<file path="src/rtl/ram_arbiter_pkg.sv">
// ram_arbiter_pkg
//   Shared types and constants for the two-port RAM arbiter.
//   - state_t   : arbiter FSM states (IDLE, RMW_WR)
//   - WE_NONE   : byte-enable pattern for a read
//   - WE_FULL   : byte-enable pattern for a whole-word write
//   - is_partial: true when a byte-enable mask needs read-modify-write
package ram_arbiter_pkg;

  typedef enum logic {
    IDLE   = 1'b0,
    RMW_WR = 1'b1
  } state_t;

  localparam logic [3:0] WE_NONE = 4'b0000;
  localparam logic [3:0] WE_FULL = 4'b1111;

  function automatic logic is_partial(input logic [3:0] we);
    return (we != WE_NONE) && (we != WE_FULL);
  endfunction

endpackage

</file>
<file path="src/rtl/ram_arbiter_byte_merge.sv">
// byte_merge
//   Combinational byte merge for read-modify-write.
//   Ports:
//     old_word [31:0] in  : word read back from the RAM
//     new_word [31:0] in  : write data from the requester
//     mask     [3:0]  in  : byte enables, bit i selects new_word byte i
//     merged   [31:0] out : per byte, mask[i] ? new_word byte : old_word byte
module byte_merge (
  input  logic [31:0] old_word,
  input  logic [31:0] new_word,
  input  logic [3:0]  mask,
  output logic [31:0] merged
);

  genvar gi;
  generate
    for (gi = 0; gi < 4; gi++) begin : g_byte
      assign merged[gi*8 +: 8] = mask[gi] ? new_word[gi*8 +: 8] : old_word[gi*8 +: 8];
    end
  endgenerate

endmodule

</file>
<file path="src/rtl/ram_arbiter.sv">
// ram_arbiter
//   Shares one single-cycle RAM port between two requesters with
//   round-robin arbitration. Partial byte writes are turned into a
//   read followed by a full-word write of the merged data, so the RAM
//   only ever sees byte enables of 0000 or 1111.
//   Ports:
//     clk, rst (synchronous, active-low)
//     reqN_valid/ready/addr/wdata/we : requester N request channel
//     rspN_valid, rsp_rdata          : one-cycle completion pulse + data
//     ram_oe/addr/wdata/we, ram_rdata: RAM port (registered read,
//                                      write-first)
module ram_arbiter
  import ram_arbiter_pkg::*;
#(
  parameter int SCALE = 10
) (
  input  logic             clk,
  input  logic             rst,
  input  logic             req0_valid,
  output logic             req0_ready,
  input  logic [SCALE-1:0] req0_addr,
  input  logic [31:0]      req0_wdata,
  input  logic [3:0]       req0_we,
  input  logic             req1_valid,
  output logic             req1_ready,
  input  logic [SCALE-1:0] req1_addr,
  input  logic [31:0]      req1_wdata,
  input  logic [3:0]       req1_we,
  output logic             rsp0_valid,
  output logic             rsp1_valid,
  output logic [31:0]      rsp_rdata,
  output logic             ram_oe,
  output logic [SCALE-1:0] ram_addr,
  output logic [31:0]      ram_wdata,
  output logic [3:0]       ram_we,
  input  logic [31:0]      ram_rdata
);

  state_t state_reg;
  state_t state_next;

  // 1 when requester 1 won the most recent accept; reset to 1 so that
  // requester 0 wins the first contention.
  logic             last_grant_reg;

  logic [SCALE-1:0] lat_addr_reg;
  logic [31:0]      lat_wdata_reg;
  logic [3:0]       lat_we_reg;
  logic             lat_id_reg;

  logic [1:0]       rsp_reg;
  logic [1:0]       rsp_next;

  logic             grant_id;
  logic             accept;
  logic [SCALE-1:0] sel_addr;
  logic [31:0]      sel_wdata;
  logic [3:0]       sel_we;
  logic             sel_partial;
  logic [31:0]      merged_word;

  // ---------------- arbitration ----------------
  always_comb begin
    if (req0_valid && req1_valid) begin
      grant_id = ~last_grant_reg;
    end else if (req1_valid) begin
      grant_id = 1'b1;
    end else begin
      grant_id = 1'b0;
    end
  end

  assign accept      = rst && (state_reg == IDLE) && (req0_valid || req1_valid);
  assign sel_addr    = grant_id ? req1_addr  : req0_addr;
  assign sel_wdata   = grant_id ? req1_wdata : req0_wdata;
  assign sel_we      = grant_id ? req1_we    : req0_we;
  assign sel_partial = is_partial(sel_we);

  // ram_rdata in RMW_WR holds the word read during the accept cycle.
  byte_merge u_byte_merge (
    .old_word (ram_rdata),
    .new_word (lat_wdata_reg),
    .mask     (lat_we_reg),
    .merged   (merged_word)
  );

  // ---------------- FSM: state register ----------------
  always_ff @(posedge clk) begin
    if (!rst) begin
      state_reg <= IDLE;
    end else begin
      state_reg <= state_next;
    end
  end

  // ---------------- FSM: next state ----------------
  always_comb begin
    state_next = state_reg;
    case (state_reg)
      IDLE: begin
        if (accept && sel_partial) begin
          state_next = RMW_WR;
        end
      end
      RMW_WR: begin
        state_next = IDLE;
      end
      default: begin
        state_next = IDLE;
      end
    endcase
  end

  // ---------------- FSM: outputs ----------------
  // Everything is gated by rst so that a reset landing in RMW_WR
  // suppresses the write-back in that very cycle.
  always_comb begin
    req0_ready = 1'b0;
    req1_ready = 1'b0;
    ram_oe     = 1'b0;
    ram_we     = WE_NONE;
    ram_addr   = sel_addr;
    ram_wdata  = sel_wdata;
    if (rst) begin
      case (state_reg)
        IDLE: begin
          if (accept) begin
            req0_ready = ~grant_id;
            req1_ready = grant_id;
            ram_oe     = 1'b1;
            ram_we     = sel_partial ? WE_NONE : sel_we;
          end
        end
        RMW_WR: begin
          ram_oe    = 1'b1;
          ram_we    = WE_FULL;
          ram_addr  = lat_addr_reg;
          ram_wdata = merged_word;
        end
        default: begin
          ram_oe = 1'b0;
        end
      endcase
    end
  end

  // ---------------- response scheduling ----------------
  always_comb begin
    rsp_next = 2'b00;
    if (state_reg == RMW_WR) begin
      rsp_next[lat_id_reg] = 1'b1;
    end else if (accept && !sel_partial) begin
      rsp_next[grant_id] = 1'b1;
    end
  end

  // ---------------- pointer, latches, responses ----------------
  always_ff @(posedge clk) begin
    if (!rst) begin
      last_grant_reg <= 1'b1;
      rsp_reg        <= 2'b00;
      lat_addr_reg   <= '0;
      lat_wdata_reg  <= '0;
      lat_we_reg     <= WE_NONE;
      lat_id_reg     <= 1'b0;
    end else begin
      rsp_reg <= rsp_next;
      if (accept) begin
        last_grant_reg <= grant_id;
      end
      // Only an accepted partial write is captured; unaccepted payloads
      // are never sampled.
      if (accept && sel_partial) begin
        lat_addr_reg  <= sel_addr;
        lat_wdata_reg <= sel_wdata;
        lat_we_reg    <= sel_we;
        lat_id_reg    <= grant_id;
      end
    end
  end

  assign rsp0_valid = rsp_reg[0];
  assign rsp1_valid = rsp_reg[1];
  assign rsp_rdata  = ram_rdata;

endmodule

</file>
<file path="config.mk">
export PLATFORM = sky130hd
export DESIGN_NAME = ram_arbiter
export DESIGN_NICKNAME = d
export VERILOG_FILES = /design/src/rtl/ram_arbiter_pkg.sv /design/src/rtl/ram_arbiter_byte_merge.sv /design/src/rtl/ram_arbiter.sv
export SDC_FILE = /design/constraint.sdc
export NUM_CORES = 1
export LEC_CHECK = 0
export BUFFER_PORTS_ARGS = -buffer_cell sky130_fd_sc_hd__buf_2
export CAP_MARGIN = 30
export CELL_PAD_IN_SITES_DETAIL_PLACEMENT = 0
export CELL_PAD_IN_SITES_GLOBAL_PLACEMENT = 1
export CORE_MARGIN = 5
export CORE_UTILIZATION = 33
export DETAILED_ROUTE_END_ITERATION = 12
export MAX_ROUTING_LAYER = met4
export PLACE_DENSITY_LB_ADDON = 0.1
export SYNTH_ARGS = -nofsm -noshare
export SYNTH_HDL_FRONTEND = slang
export SYNTH_SLANG_ARGS = --single-unit
</file>
<file path="constraint.sdc">
create_clock -name clk -period 2.7 [get_ports clk]
set_input_delay 0.54 -clock clk [delete_from_list [all_inputs] [get_ports clk]]
set_output_delay 0.54 -clock clk [all_outputs]
set_load 0.01 [all_outputs]
</file>
==> results of run 1 <==
-- where the power goes --
part           internal [W]  switching, W  total, W
Sequential         0.000807     0.0000504  0.000858
Clock              0.000461      0.000270  0.000731
Combinational      0.000332      0.000345  0.000676
Total               0.00160      0.000665   0.00227
-- worst min-delay path by stage --
stage                              endpoint  cells past startpoint
after floorplan            lat_wdata_reg[0]                      2
after global placement    lat_wdata_reg[27]                      2
after detailed placement  lat_wdata_reg[19]                      2
after CTS                 lat_wdata_reg[19]                      2
after global routing       lat_wdata_reg[4]                      2
final                     lat_wdata_reg[19]                      2
-- area by class of cell --
cell class              instances  area, um^2  area share
multi-input cells             336        2300       0.475
repair buffers                220        1170       0.241
flip-flops and latches         51        1020       0.211
well taps                     140         175      0.0362
clock buffers                   6         139      0.0287
clock inverters                 2        35.0     0.00724
inverters                       2        7.51     0.00155
-- per-stage QoR --
step / cell area, um^2 / util / setup WS (ns) / total power, W / cells
after global routing: 4840 / 0.441 / 0.142 / 0.00240 / 757
after floorplan: 3730 / - / 0.524 / 0.00131 / 457
after global placement: 4670 / 0.425 / 0.223 / 0.00156 / 749
after CTS: 4840 / 0.441 / 0.256 / 0.00232 / 757
after detailed placement: 4670 / 0.425 / 0.256 / 0.00156 / 749
final: 4840 / 0.441 / 0.257 / 0.00227 / 757
-- routing by layer --
layer / global-route usage / vias up / share of wire
li1: - / 1865 / -
met1: 0.181 / 1604 / 0.44
met2: 0.262 / 133 / 0.49
met3: 0.0244 / 4 / 0.070
met4: 0.0286 / 0 / 0.0050
met5: - / - / 0
-- worst min-delay path, cell delays in order (launching register included) --
cell and delay, ns:
dfxtp_1 0.31, nand2_1 0.05, mux2i_1 0.05
-- cell families (layout without fill, tap and decap cells) --
kind of cell,Yosys count,after routing
AND/OR/NAND/NOR,156,156
multiplexers,92,92
AO/OA/AOI/OAI,88,88
buffers and inverters,70,230
flip-flops,51,51
-- placed cells by master (no fill, tap or decap), drive strengths merged, types with 2 or more instances in the layout --
cell / synthesis / routed
a211oi: 33 / 33
a21oi: 45 / 45
and4: 2 / 2
buf: 48 / 220
clkbuf: 20 / 6
dfxtp: 51 / 51
inv: 2 / 2
mux2: 4 / 4
mux2i: 88 / 88
nand2: 54 / 54
nand2b: 43 / 43
nor2: 17 / 17
nor2b: 32 / 32
nor3: 4 / 4
nor4: 2 / 2
o21a: 4 / 4
o21ai: 2 / 2
==> flow_summary.json, run 1 <==
{
  "synth_cell_type_count": 29,
  "setup_viol": 0,
  "power_density_mw_per_mm2": 468,
  "fin_nets": 744,
  "cts.path.max_buffers": 2,
  "clkLatencyLatePin_ns": 0.29,
  "synth-compound-area-share": 0.147,
  "status": "completed",
  "synthTopCellsByArea": "dfxtp_1 27%, mux2i_1 24%, nand2b_1 7.2%",
  "hold_path.startpoint": "lat_wdata_reg[19]",
  "cts.hold.buffers_added": 0,
  "nFillCells": 1139,
  "grt-ovfl-total": 0,
  "slowest_stage": "a21bo_4",
  "ir_worst_vdd_mv": 0.282,
  "period_minus_slack_ns": 2.44,
  "cap_violations": 0,
  "synth_top_cell_area_share": 0.273,
  "worst_pin_slew_ns": 0.630,
  "diodes": 0,
  "root_buffer": "clkbuf_16",
  "r2r_end": "lat_wdata_reg[21]",
  "die_y_um": 116,
  "syn_nets": 585,
  "cts_htree_levels": 2,
  "critPathMostFrequentCell": "buf_2",
  "drc": 0,
  "grt_pass1_wl_um": 16100,
  "fin_tns_setup_ns": 0,
  "die_area_mm2": 0.0135,
  "layout-drive-gt1-share": 0.378,
  "vias": 3606,
  "die_x_um": 116,
  "cts_tree": "done",
  "crit_cells": 6,
  "crit_chain": "buf_2 -> a21bo_4 -> buf_12 -> mux2i_1 -> a21oi_1 -> buf_2",
  "crit_required_ns": 2.16,
  "post_cts_resized": 0,
  "ys.warnings.count": 0,
  "area_delta_synth_final_pct": 29.7,
  "ys_seq_area_frac": 0.273,
  "io_pins": 211,
  "wl_per_cell_um": 13.8,
  "firstDrtPassIters": 4,
  "synth_top_family_by_area": "multiplexers",
  "slowest_delay_ns": 0.42,
  "routed_via_density": 4.76,
  "synth_area_mm2": 0.00373,
  "yosys.area_share.simple": 0.215,
  "cts_buffers": 5,
  "rsz0062_at_grt": "no",
  "synth-edff-count": 0,
  "gp_congestion": 0.753,
  "synth-xor-area-share": 0,
  "rows": 38,
  "crit_type": "in2out",
  "critical_path.max_fanout": 22,
  "cts.reportedPaths.clkPinSlew_ns": 0.06,
  "period_share": 0.905,
  "critPathArrivalTime_ns": 1.90,
  "clock_sinks": 51,
  "r2r_slack_ns": 0.83,
  "hpwl_um": 7910,
  "ys_ff_latch": 51,
  "avgSynthCellArea_um2": 8.17,
  "io_buffers": 210,
  "core_area_mm2": 0.0110,
  "grt_max_degree": 65,
  "synthAdderAreaFrac": 0,
  "cp-start-kind": "input port",
  "timing.rr.start": "last_grant_reg",
  "synth-main-ff-cell": "dfxtp_1",
  "crit_family": "buffers and inverters",
  "floorplan.initialDensity": 0.340,
  "dr.first_iter.drc_count": 133,
  "holdWs_ns": 0.460,
  "first_global_vias": 3467,
  "grt.total_usage": 0.149,
  "end_kind": "output pin",
  "syn_inst": 457,
  "synthMuxAreaShare": 0.248,
  "synthArstFlopShare": 0,
  "rr_worst_depth": 6,
  "antenna_found_initial": 0,
  "cp-endpoint": "ram_addr[4]",
  "fin_worst_skew_ns": 0.00759,
  "path_buf_inv": 3,
  "post_cts_buffers": 0,
  "hold_viol": 0,
  "slew_headroom": 0.580,
  "ant_nets": 0,
  "fmax_ghz": 0.409,
  "slew_violations": 0,
  "drt-total-wl_um": 10500,
  "yosys-top-cells-count": "88 x mux2i_1, 54 x nand2_1, 51 x dfxtp_1",
  "power_leakage_nw": 2.54,
  "largest_register_ffs": 32,
  "critPathLaunch": "req1_valid",
  "yosysTopAreaCell": "dfxtp_1",
  "synthMostInstantiatedCell": "mux2i_1",
  "hold_path_class": "reg2reg"
}
Note: power is estimated with default switching activity, not from simulation.
==> run 2, diff against run 1 <==
Settings changed: CORE_MARGIN 5 to 2, PLACE_DENSITY set to 0.94, PLACE_DENSITY_LB_ADDON 0.1 to unset.
==> run 2 against run 1 <==
  * Register-to-register slack better by 0.04 ns
  * Sequential cell count stayed put
  * Cell count is 0.13% lower
  * Clock skew is 0.0026 ns lower
  * Worst hold slack better by 0.00080 ns
  * Sequential share of layout area is 0.13 points higher
  * Combinational power is 2% lower
  * Clock-buffer cell count stayed put
  * Critical path depth is 1 lower
  * First-iteration DRC count is 17% lower
  * Non-clock buffer count is 1 lower
  * Cell area is 0.59% lower
  * Largest power group unchanged
==> flow_summary.json, run 2 (synthesis results as in run 1) <==
{
  "crit_chain": "nand2_2 -> buf_4 -> a211oi_1 -> a21oi_1 -> buf_2",
  "wl_per_cell_um": 12.3,
  "gr-usage-met1": 0.158,
  "regArea_mm2": 0.00102,
  "hold_viol": 0,
  "period_share": 0.856,
  "ant_nets": 0,
  "r2r_end": "lat_wdata_reg[17]",
  "switching_share": 0.289,
  "clkPwrFrac": 0.322,
  "power_density_mw_per_mm2": 466,
  "routed_via_density": 4.85,
  "root_buffer": "clkbuf_16",
  "cts_htree_levels": 2,
  "cts.reportedPaths.clkPinSlew_ns": 0.06,
  "grt_max_degree": 54,
  "io_buffers": 210,
  "setup_ws_ns": 0.390,
  "slowest_stage": "dfxtp_1",
  "fin_nets": 743,
  "finalPower_w": 0.00224,
  "post_cts_buffers": 0,
  "rr_worst_depth": 6,
  "cap_violations": 0,
  "power_leakage_nw": 2.53,
  "final_common_cell": "buf_2",
  "dpl_worst_slack_ns": 0.383,
  "hold_path.startpoint": "lat_wdata_reg[8]",
  "diodes": 0,
  "multiInputGateArea_mm2": 0.00229,
  "r2r_slack_ns": 0.87,
  "core_area_mm2": 0.0109,
  "grt-ovfl-total": 0,
  "final_cell_mix": "210 x buf_2, 88 x mux2i_1, 53 x nand2_1",
  "drt-total-wl_um": 9270,
  "grt_util_met2": 0.283,
  "rows": 38,
  "slowest_delay_ns": 0.56,
  "ir_worst_vdd_mv": 0.377,
  "holdPathEnd": "lat_wdata_reg[8]",
  "fin_tns_setup_ns": 0,
  "gp_congestion": 0.777,
  "largest_register_ffs": 32,
  "critPathArrivalTime_ns": 1.77,
  "clkLatencyLatePin_ns": 0.28,
  "dp_cells": 748,
  "place_area_mm2": 0.00464,
  "hpwl_um": 7290,
  "nFillCells": 1091,
  "post_cts_resized": 0,
  "min_path_cells": 2,
  "die_x_um": 110,
  "antenna_found_initial": 0,
  "die_area_mm2": 0.0122,
  "rsz0062_at_grt": "no",
  "status": "completed",
  "io_pins": 211,
  "hold_path_class": "reg2reg",
  "comb_power_share": 0.296,
  "grt.total_usage": 0.146,
  "first_global_vias": 3286,
  "fmax_ghz": 0.433,
  "p_switching_w": 0.000647,
  "drc": 0,
  "worst_pin_slew_ns": 0.583,
  "dr.first_iter.drc_count": 111,
  "cts.path.max_buffers": 2,
  "fin_area_mm2": 0.00481,
  "cts.hold.buffers_added": 0,
  "stdcell_count": 756,
  "grt_pass1_wl_um": 14100,
  "cts_tree": "done",
  "layout-drive-gt1-share": 0.377,
  "period_minus_slack_ns": 2.31,
  "seq_power_share": 0.382,
  "area_delta_synth_final_pct": 28.9,
  "vias": 3667,
  "crit_required_ns": 2.16,
  "timing.rr.start": "last_grant_reg",
  "intPower_w": 0.00159,
  "grt_use_met3": 0.0229,
  "cts_buffers": 5,
  "clock_sinks": 51,
  "crit_family": "flip-flops",
  "crit_type": "reg2out",
  "floorplan.initialDensity": 0.341,
  "slew_violations": 0,
  "end_kind": "output pin",
  "slew_headroom": 0.611,
  "grt.busiest_layer": "met2",
  "setup_viol": 0,
  "die_y_um": 110,
  "critical_path.max_fanout": 46,
  "path_buf_inv": 2,
  "fin_worst_skew_ns": 0.00499,
  "cp-start-kind": "flop",
  "firstDrtPassIters": 4
}
==> run 2: changes by cell type in the layout (fill, tap and decap cells not counted) <==
cell     change
a21bo_2      +1
a21bo_4      -1
buf_12       -1
buf_2        +1
buf_4        -1
==> run 2: layout make-up <==
| cell class | instances | area share |
|---|---|---|
| flip-flops and latches | 51 | 0.212 |
| multi-input cells | 336 | 0.476 |
| clock inverters | 2 | 0.00728 |
| inverters | 2 | 0.00156 |
| well taps | 140 | 0.0364 |
| repair buffers | 219 | 0.238 |
| clock buffers | 6 | 0.0289 |
==> run 2: tightest hold or removal path, stage by stage, from the launching register on <==
cell     delay (ns)
dfxtp_1        0.31
nand2_1        0.05
mux2i_1        0.05
==> run 2: worst max path at each step <==
stage	from	endpoint	slack, ns	depth (start not counted)
CTS	req1_valid	ram_we[3]	0.38	7
floorplan	req1_valid	ram_we[0]	0.52	7
global placement	req1_valid	ram_we[1]	0.42	7
detailed placement	req1_valid	ram_we[3]	0.38	7
global route	state_reg	ram_wdata[21]	0.27	5
finish	state_reg	ram_wdata[19]	0.39	5
==> run 2: stage by stage <==
stage	util	hold slack [ns]
detailed placement	0.424	0.453
global placement	0.424	0.445
global route	0.440	0.487
finish	0.440	0.461
floorplan	-	0.438
CTS	0.440	0.465
==> run 2: per-layer routing <==
metal,wire (um),vias up
met5,0,-
met4,43,0
met3,589,6
met2,4730,143
met1,3900,1645
li1,-,1873
==> run 2: power groups by stage <==
stage	clock, W	combinational, W	sequential [W]
global placement	0	0.000656	0.000871
floorplan	0	0.000460	0.000850
finish	0.000722	0.000663	0.000856
CTS	0.000749	0.000673	0.000856
detailed placement	0	0.000670	0.000873
global route	0.000783	0.000736	0.000865
